--- src/rtl/fec_pn2112_xor.sv ---
// PN-2112 (x^58 + x^39 + 1) block scrambler/descrambler for the 10GBASE-R FEC path.
// Each 66-word block is XORed with the PN sequence restarted from SEED at word 0.
module fec_pn2112_xor #(
  parameter logic [57:0] SEED  = 58'h2aaaaaaaaaaaaaa,
  parameter int          WORDS = 66
) (
  input  logic        clk,
  input  logic        srst_n,
  input  logic [31:0] in_data,
  input  logic        in_valid,
  input  logic        in_sob,
  output logic        in_ready,
  output logic [31:0] out_data,
  output logic        out_valid,
  output logic        out_sob,
  output logic        out_eob,
  input  logic        out_ready,
  output logic        resync_err,
  output logic [15:0] drop_cnt
);

  localparam logic [0:0] ST_UNLOCKED = 1'b0;
  localparam logic [0:0] ST_LOCKED   = 1'b1;
  localparam logic [6:0] LAST        = 7'(WORDS - 1);

  logic [0:0]  state;
  logic [6:0]  cnt;
  logic [57:0] lfsr;
  logic        accept;
  logic        keep;
  logic [57:0] pn_src;
  logic [57:0] pn_next;
  logic [31:0] mask;

  // Handshake: a transfer happens when in_valid && in_ready; the single output
  // register may be refilled only when it is empty or being drained this cycle.
  assign in_ready = !out_valid || out_ready;
  assign accept   = in_valid && in_ready;
  assign keep     = in_sob || (state == ST_LOCKED);

  // A start-of-block word always takes its mask from SEED, even on a resync.
  assign pn_src = in_sob ? SEED : lfsr;

  always_comb begin
    logic [57:0] l;
    logic        b;
    l    = pn_src;
    b    = 1'b0;
    mask = '0;
    for (int i = 0; i < 32; i++) begin
      b       = l[57] ^ l[38];
      mask[i] = b;
      l       = {l[56:0], b};
    end
    pn_next = l;
  end

  always_ff @(posedge clk) begin
    if (!srst_n) begin
      state      <= ST_UNLOCKED;
      cnt        <= '0;
      lfsr       <= SEED;
      out_data   <= '0;
      out_valid  <= 1'b0;
      out_sob    <= 1'b0;
      out_eob    <= 1'b0;
      resync_err <= 1'b0;
      drop_cnt   <= '0;
    end else begin
      resync_err <= 1'b0;
      if (accept) begin
        if (keep) begin
          state      <= ST_LOCKED;
          out_valid  <= 1'b1;
          out_data   <= in_data ^ mask;
          out_sob    <= in_sob || (cnt == '0);
          out_eob    <= !in_sob && (cnt == LAST);
          resync_err <= in_sob && (cnt != '0);
          if (!in_sob && (cnt == LAST)) begin
            cnt  <= '0;
            lfsr <= SEED;
          end else begin
            cnt  <= in_sob ? 7'd1 : cnt + 7'd1;
            lfsr <= pn_next;
          end
        end else begin
          // Unlocked and not a block start: swallow the word.
          out_valid <= 1'b0;
          if (drop_cnt != 16'hFFFF) drop_cnt <= drop_cnt + 16'd1;
        end
      end else if (out_ready) begin
        out_valid <= 1'b0;
      end
    end
  end

endmodule

--- config.mk ---
export PLATFORM = sky130hd
export DESIGN_NAME = fec_pn2112_xor
export DESIGN_NICKNAME = d
export VERILOG_FILES = /design/src/rtl/fec_pn2112_xor.sv
export SDC_FILE = /design/constraint.sdc
export NUM_CORES = 1
export LEC_CHECK = 0
export CORE_UTILIZATION = 25
export DETAILED_ROUTE_END_ITERATION = 10
export PLACE_DENSITY_LB_ADDON = 0.15
export SYNTH_ARGS = -nofsm -noshare
export SYNTH_HDL_FRONTEND = slang
export SYNTH_SLANG_ARGS = --single-unit
--- constraint.sdc ---
create_clock -name clk -period 1.9 [get_ports clk]
set_input_delay 0.38 -clock clk [delete_from_list [all_inputs] [get_ports clk]]
set_output_delay 0.38 -clock clk [all_outputs]
set_load 0.02 [all_outputs]
==> impl_results.html <==
<table>
<tr><th>Metric</th><th>Value</th></tr>
<tr><th colspan="2">Outcome</th></tr>
<tr><td>Outcome</td><td>finished clean</td></tr>
<tr><th colspan="2">Clock tree</th></tr>
<tr><td>Max H-tree Level</td><td>4</td></tr>
<tr><td>Root cell of the clock tree</td><td>clkbuf_16</td></tr>
<tr><td>Clk pin slew, worst setup/hold paths</td><td>approximately 0.060 ns</td></tr>
<tr><td>Post_cts resized</td><td>4</td></tr>
<tr><td>Count of buffers added by post-CTS timing repair for setup</td><td>0</td></tr>
<tr><td>Cts hold-fix bufs</td><td>0</td></tr>
<tr><td>Clock Sink Count</td><td>between 100 and 150</td></tr>
<tr><td>Clock tree from TritonCTS</td><td>built</td></tr>
<tr><td>Clock Latency Late Sink</td><td>~0.42 ns</td></tr>
<tr><td>Buffers from clock root to sink, at most</td><td>2</td></tr>
<tr><td>TritonCTS Buffers</td><td>17</td></tr>
<tr><th colspan="2">Power</th></tr>
<tr><td>Switching part of the total power</td><td>a little over a quarter</td></tr>
<tr><td>Worst voltage drop across the vdd grid</td><td>around 0.43 mV</td></tr>
<tr><td>Sequential Power Share</td><td>between 30% and 40%</td></tr>
<tr><td>Clock network fraction of total power</td><td>about 47%</td></tr>
<tr><td>Combinational cell fraction of total power</td><td>between 10 and 15%</td></tr>
<tr><td>PwrDens</td><td>904 nW/um^2</td></tr>
<tr><td>Leak</td><td>roughly 2.9 nW</td></tr>
<tr><td>Reported net switching power</td><td>1.81 mW</td></tr>
<tr><td>Internal power of the cells</td><td>about 5.0 mW</td></tr>
<tr><th colspan="2">Logic synthesis</th></tr>
<tr><td>Net Count, Synth</td><td>between 700 and 800</td></tr>
<tr><td>Share of synthesized registers carrying an async set or reset</td><td>0%</td></tr>
<tr><td>Number of enable flip-flop cells after synthesis</td><td>0</td></tr>
<tr><td>Number of synthesized register bits</td><td>approximately 120</td></tr>
<tr><td>Fraction of the yosys area taken by sequential cells</td><td>43.0%</td></tr>
<tr><td>Post-Synthesis Cells</td><td>between 600 and 700</td></tr>
<tr><td>Distinct cell type count after synthesis</td><td>47</td></tr>
<tr><td>Post-Synthesis Cell Area</td><td>5500 sq um</td></tr>
<tr><td>Warning count from the yosys run</td><td>0</td></tr>
<tr><td>Synth Flop Type</td><td>dfxtp_1</td></tr>
<tr><td>Mean cell area of the mapped netlist</td><td>about 8.3 sq um</td></tr>
<tr><th colspan="2">Worst setup path</th></tr>
<tr><td>Data required time at the worst endpoint</td><td>1.52 ns</td></tr>
<tr><td>Delay of the slowest cell on the worst path</td><td>0.65 ns</td></tr>
<tr><td>Startpoint type of the worst setup path</td><td>register</td></tr>
<tr><td>Critical path peak fanout</td><td>6</td></tr>
<tr><td>CP Cell Sequence</td><td>clkdlybuf4s50_1</td></tr>
<tr><td>Startpoint-to-endpoint class of the critical path</td><td>register to primary output</td></tr>
<tr><td>Slowest cell on crit path</td><td>clkdlybuf4s50_1</td></tr>
<tr><td>Worst path buffer plus inverter count</td><td>1</td></tr>
<tr><td>Kind of cell adding the most delay to the critical path</td><td>buffers and inverters</td></tr>
<tr><td>Worst endpoint data arrival time</td><td>~1.5 ns</td></tr>
<tr><td>Sort of element at the end of the critical path</td><td>primary output</td></tr>
<tr><th colspan="2">STA</th></tr>
<tr><td>Number of failing hold endpoints at the final stage</td><td>0</td></tr>
<tr><td>Setup Total Neg Slack</td><td>0 ns</td></tr>
<tr><td>Clock skew</td><td>0.00926 ns</td></tr>
<tr><td>Unrepaired setup endpoints after global routing</td><td>false</td></tr>
<tr><td>Final count of negative-setup-slack endpoints</td><td>0</td></tr>
<tr><td>Maximum achievable frequency</td><td>0.537 GHz</td></tr>
<tr><td>Final count of pins violating max slew</td><td>0</td></tr>
<tr><td>Least-Margin Pin Slew</td><td>a little over 0.5 ns</td></tr>
<tr><td>Headroom to the max-slew limit</td><td>between 60 and 70%</td></tr>
<tr><td>Tcrit/Tclk final</td><td>98.1%</td></tr>
<tr><td>Final critical delay including setup and external delays</td><td>roughly 1.9 ns</td></tr>
<tr><th colspan="2">Detailed routing</th></tr>
<tr><td>Number of vias in the routed layout</td><td>around 5,100</td></tr>
<tr><td>Post-route DRC</td><td>0</td></tr>
<tr><td>Routed wire length</td><td>16,800 microns</td></tr>
<tr><td>Drt via density</td><td>4.82</td></tr>
<tr><td>Routed wire length per instance</td><td>16.0 microns</td></tr>
<tr><td>DRT antenna net count</td><td>0</td></tr>
<tr><td>Number of detailed-routing iterations run before antenna repair</td><td>5</td></tr>
<tr><td>Initial drt markers</td><td>~330</td></tr>
<tr><th colspan="2">Die</th></tr>
<tr><td>FP Rows</td><td>53</td></tr>
<tr><td>I/O pin total</td><td>90</td></tr>
<tr><td>Initial cell density of the core</td><td>between 20% and 30%</td></tr>
<tr><td>Die width</td><td>between 150 and 200 microns</td></tr>
<tr><td>DIE HEIGHT</td><td>between 150 and 200 microns</td></tr>
<tr><td>Core outline area</td><td>around 21,000 sq um</td></tr>
<tr><td>Die area</td><td>22,600 sq um</td></tr>
<tr><th colspan="2">Global route</th></tr>
<tr><td>Vias in the first global route</td><td>around 4,800</td></tr>
<tr><td>Congestion Overflow GR</td><td>0</td></tr>
<tr><td>Total global routing track utilization</td><td>15.3%</td></tr>
<tr><td>Pin count of the biggest net entering global routing</td><td>between 90 and 100</td></tr>
<tr><td>First-pass GRT wire length</td><td>~26,000 microns</td></tr>
<tr><td>Initial antenna violation count</td><td>0</td></tr>
<tr><th colspan="2">Layout</th></tr>
<tr><td>Number of antenna repair diodes</td><td>0</td></tr>
<tr><td>Share of cells above drive strength 1</td><td>between 10% and 20%</td></tr>
<tr><td># nets final</td><td>805</td></tr>
<tr><td>Final design utilization</td><td>between 30% and 40%</td></tr>
<tr><td>Layout area overhead</td><td>37.5%</td></tr>
<tr><th colspan="2">Min path</th></tr>
<tr><td>Worst min-delay path class</td><td>primary input to register</td></tr>
<tr><th colspan="2">Place</th></tr>
<tr><td>Post-detail-place hpwl</td><td>between 10,000 and 15,000 microns</td></tr>
<tr><td>RePlAce Congestion</td><td>0.816</td></tr>
<tr><td>Count of input and output buffers</td><td>between 80 and 90</td></tr>
<tr><th colspan="2">Job</th></tr>
<tr><td>Max Cap Viol</td><td>0</td></tr>
</table>
## per-layer routing
layer	vias to the layer above	track usage [%]	routed length [microns]	share of wire (%)
met5	-	0	0	0
met3	17	3.15	693	4.1
met4	0	6.11	233	1.4
met1	2362	21.0	8390	50
met2	111	23.4	7470	44
li1	2578	-	-	-
## cell usage after synthesis (3+ instances only)
master,number,area share [%]
ha_1,4,0.91
buf_2,16,1.5
nand2b_1,8,0.91
and3_1,4,0.46
a21oi_1,58,5.3
xor2_1,34,5.4
o211ai_1,26,3.6
a32oi_1,14,2.2
buf_4,3,0.41
o21ai_0,54,4.9
nand2_1,84,5.7
or4_1,5,0.68
mux2i_1,7,1.3
a31oi_1,4,0.46
nand3_1,32,2.9
dfxtp_1,118,43
clkbuf_1,26,1.8
nand4_1,5,0.57
or3_1,34,3.9
buf_1,4,0.27
nor2_1,35,2.4
inv_1,19,1.3
a211oi_1,4,0.55
nor3_1,19,1.7
o31ai_1,4,0.55
nand3b_1,16,2.2
## cells by family after synthesis
family                     Yosys count  synth area share, %
and+or+nand+nor                    258                 24.4
AOI/OAI and AO/OA                  175                 19.5
DFF                                118                 43.0
buffers and inverters               70                 5.49
xor gates and xnor gates            34                 5.42
muxes                                7                 1.27
adders and majority gates            4                0.911
## stage by stage
| stage | area, sq um | setup slack [ns] | std cells | hold slack, ns | total power, mW |
|---|---|---|---|---|---|
| finish | 7560 | 0.0369 | 1052 | 0.326 | 6.83 |
| global route | 7560 | 0.00638 | 1052 | 0.360 | 7.15 |
| CTS | 7540 | 0.00262 | 1052 | 0.325 | 6.93 |
| detailed placement | 6960 | -0.212 | 1020 | 0.446 | 3.71 |
| global placement | 6960 | -0.184 | 1020 | 0.437 | 3.70 |
| floorplan | 5500 | 0.0939 | 666 | 0.437 | 3.26 |
## power groups by stage
stage,combinational [mW],sequential (mW),clock (mW)
after floorplan,0.449,2.81,0
after global placement,0.947,2.76,0
after detailed placement,0.954,2.76,0
after CTS,0.958,2.71,3.26
after global routing,1.05,2.72,3.38
final,0.948,2.71,3.18
## path summary, 6_finish.rpt
| check | slack, ns | cells after the start | start | to |
|---|---|---|---|---|
| setup reg to reg | 0.15 | 5 | drop_cnt[1]$_SDFFE_PN0P_ | drop_cnt[0]$_SDFFE_PN0P_ |
| hold / removal | 0.33 | 3 | in_sob | resync_err$_SDFF_PN0_ |
| setup / recovery | 0.04 | 1 | drop_cnt[3]$_SDFFE_PN0P_ | drop_cnt[3] |
| hold reg to reg | 0.45 | 2 | out_data[13]$_SDFFE_PN0P_ | out_data[13]$_SDFFE_PN0P_ |
## final cells by class
class / instances / area [sq um]
clock inverters: 12 / 129
clock buffers: 20 / 457
flip-flops and latches: 118 / 2360
multi-input cells: 478 / 2850
repair buffers: 129 / 1350
well taps: 275 / 344
inverters: 20 / 75.1
fillers: 2179 / 13700
## layout by cell type (no fill, tap or decap), types with 3 or more instances in the layout
cell type / count
clkinv_2: 4
a21oi_1: 58
and3_1: 3
nor3_1: 19
xor2_1: 34
o21ai_0: 54
buf_4: 28
clkinv_4: 3
o211ai_1: 26
clkbuf_16: 17
inv_1: 19
or3_1: 34
nand4_1: 5
dfxtp_1: 118
o31ai_1: 4
mux2i_1: 7
a32oi_1: 14
clkinvlp_4: 3
dlymetal6s2s_1: 6
a31oi_1: 4
nand3_1: 31
dlygate4sd2_1: 4
nand3b_1: 16
clkdlybuf4s50_1: 78
buf_12: 12
a211oi_1: 4
ha_1: 4
or4_1: 5
nand2_1: 84
nand2b_1: 8
nor2_1: 35
## registers in the layout (all words and copies together) (netlist names)
signal and cells:
out_eob 1, out_data 32, resync_err 1, drop_cnt 16, out_valid 1, state 1
lfsr 58, out_sob 1, cnt 7
Power figures use the tool's default switching activity.
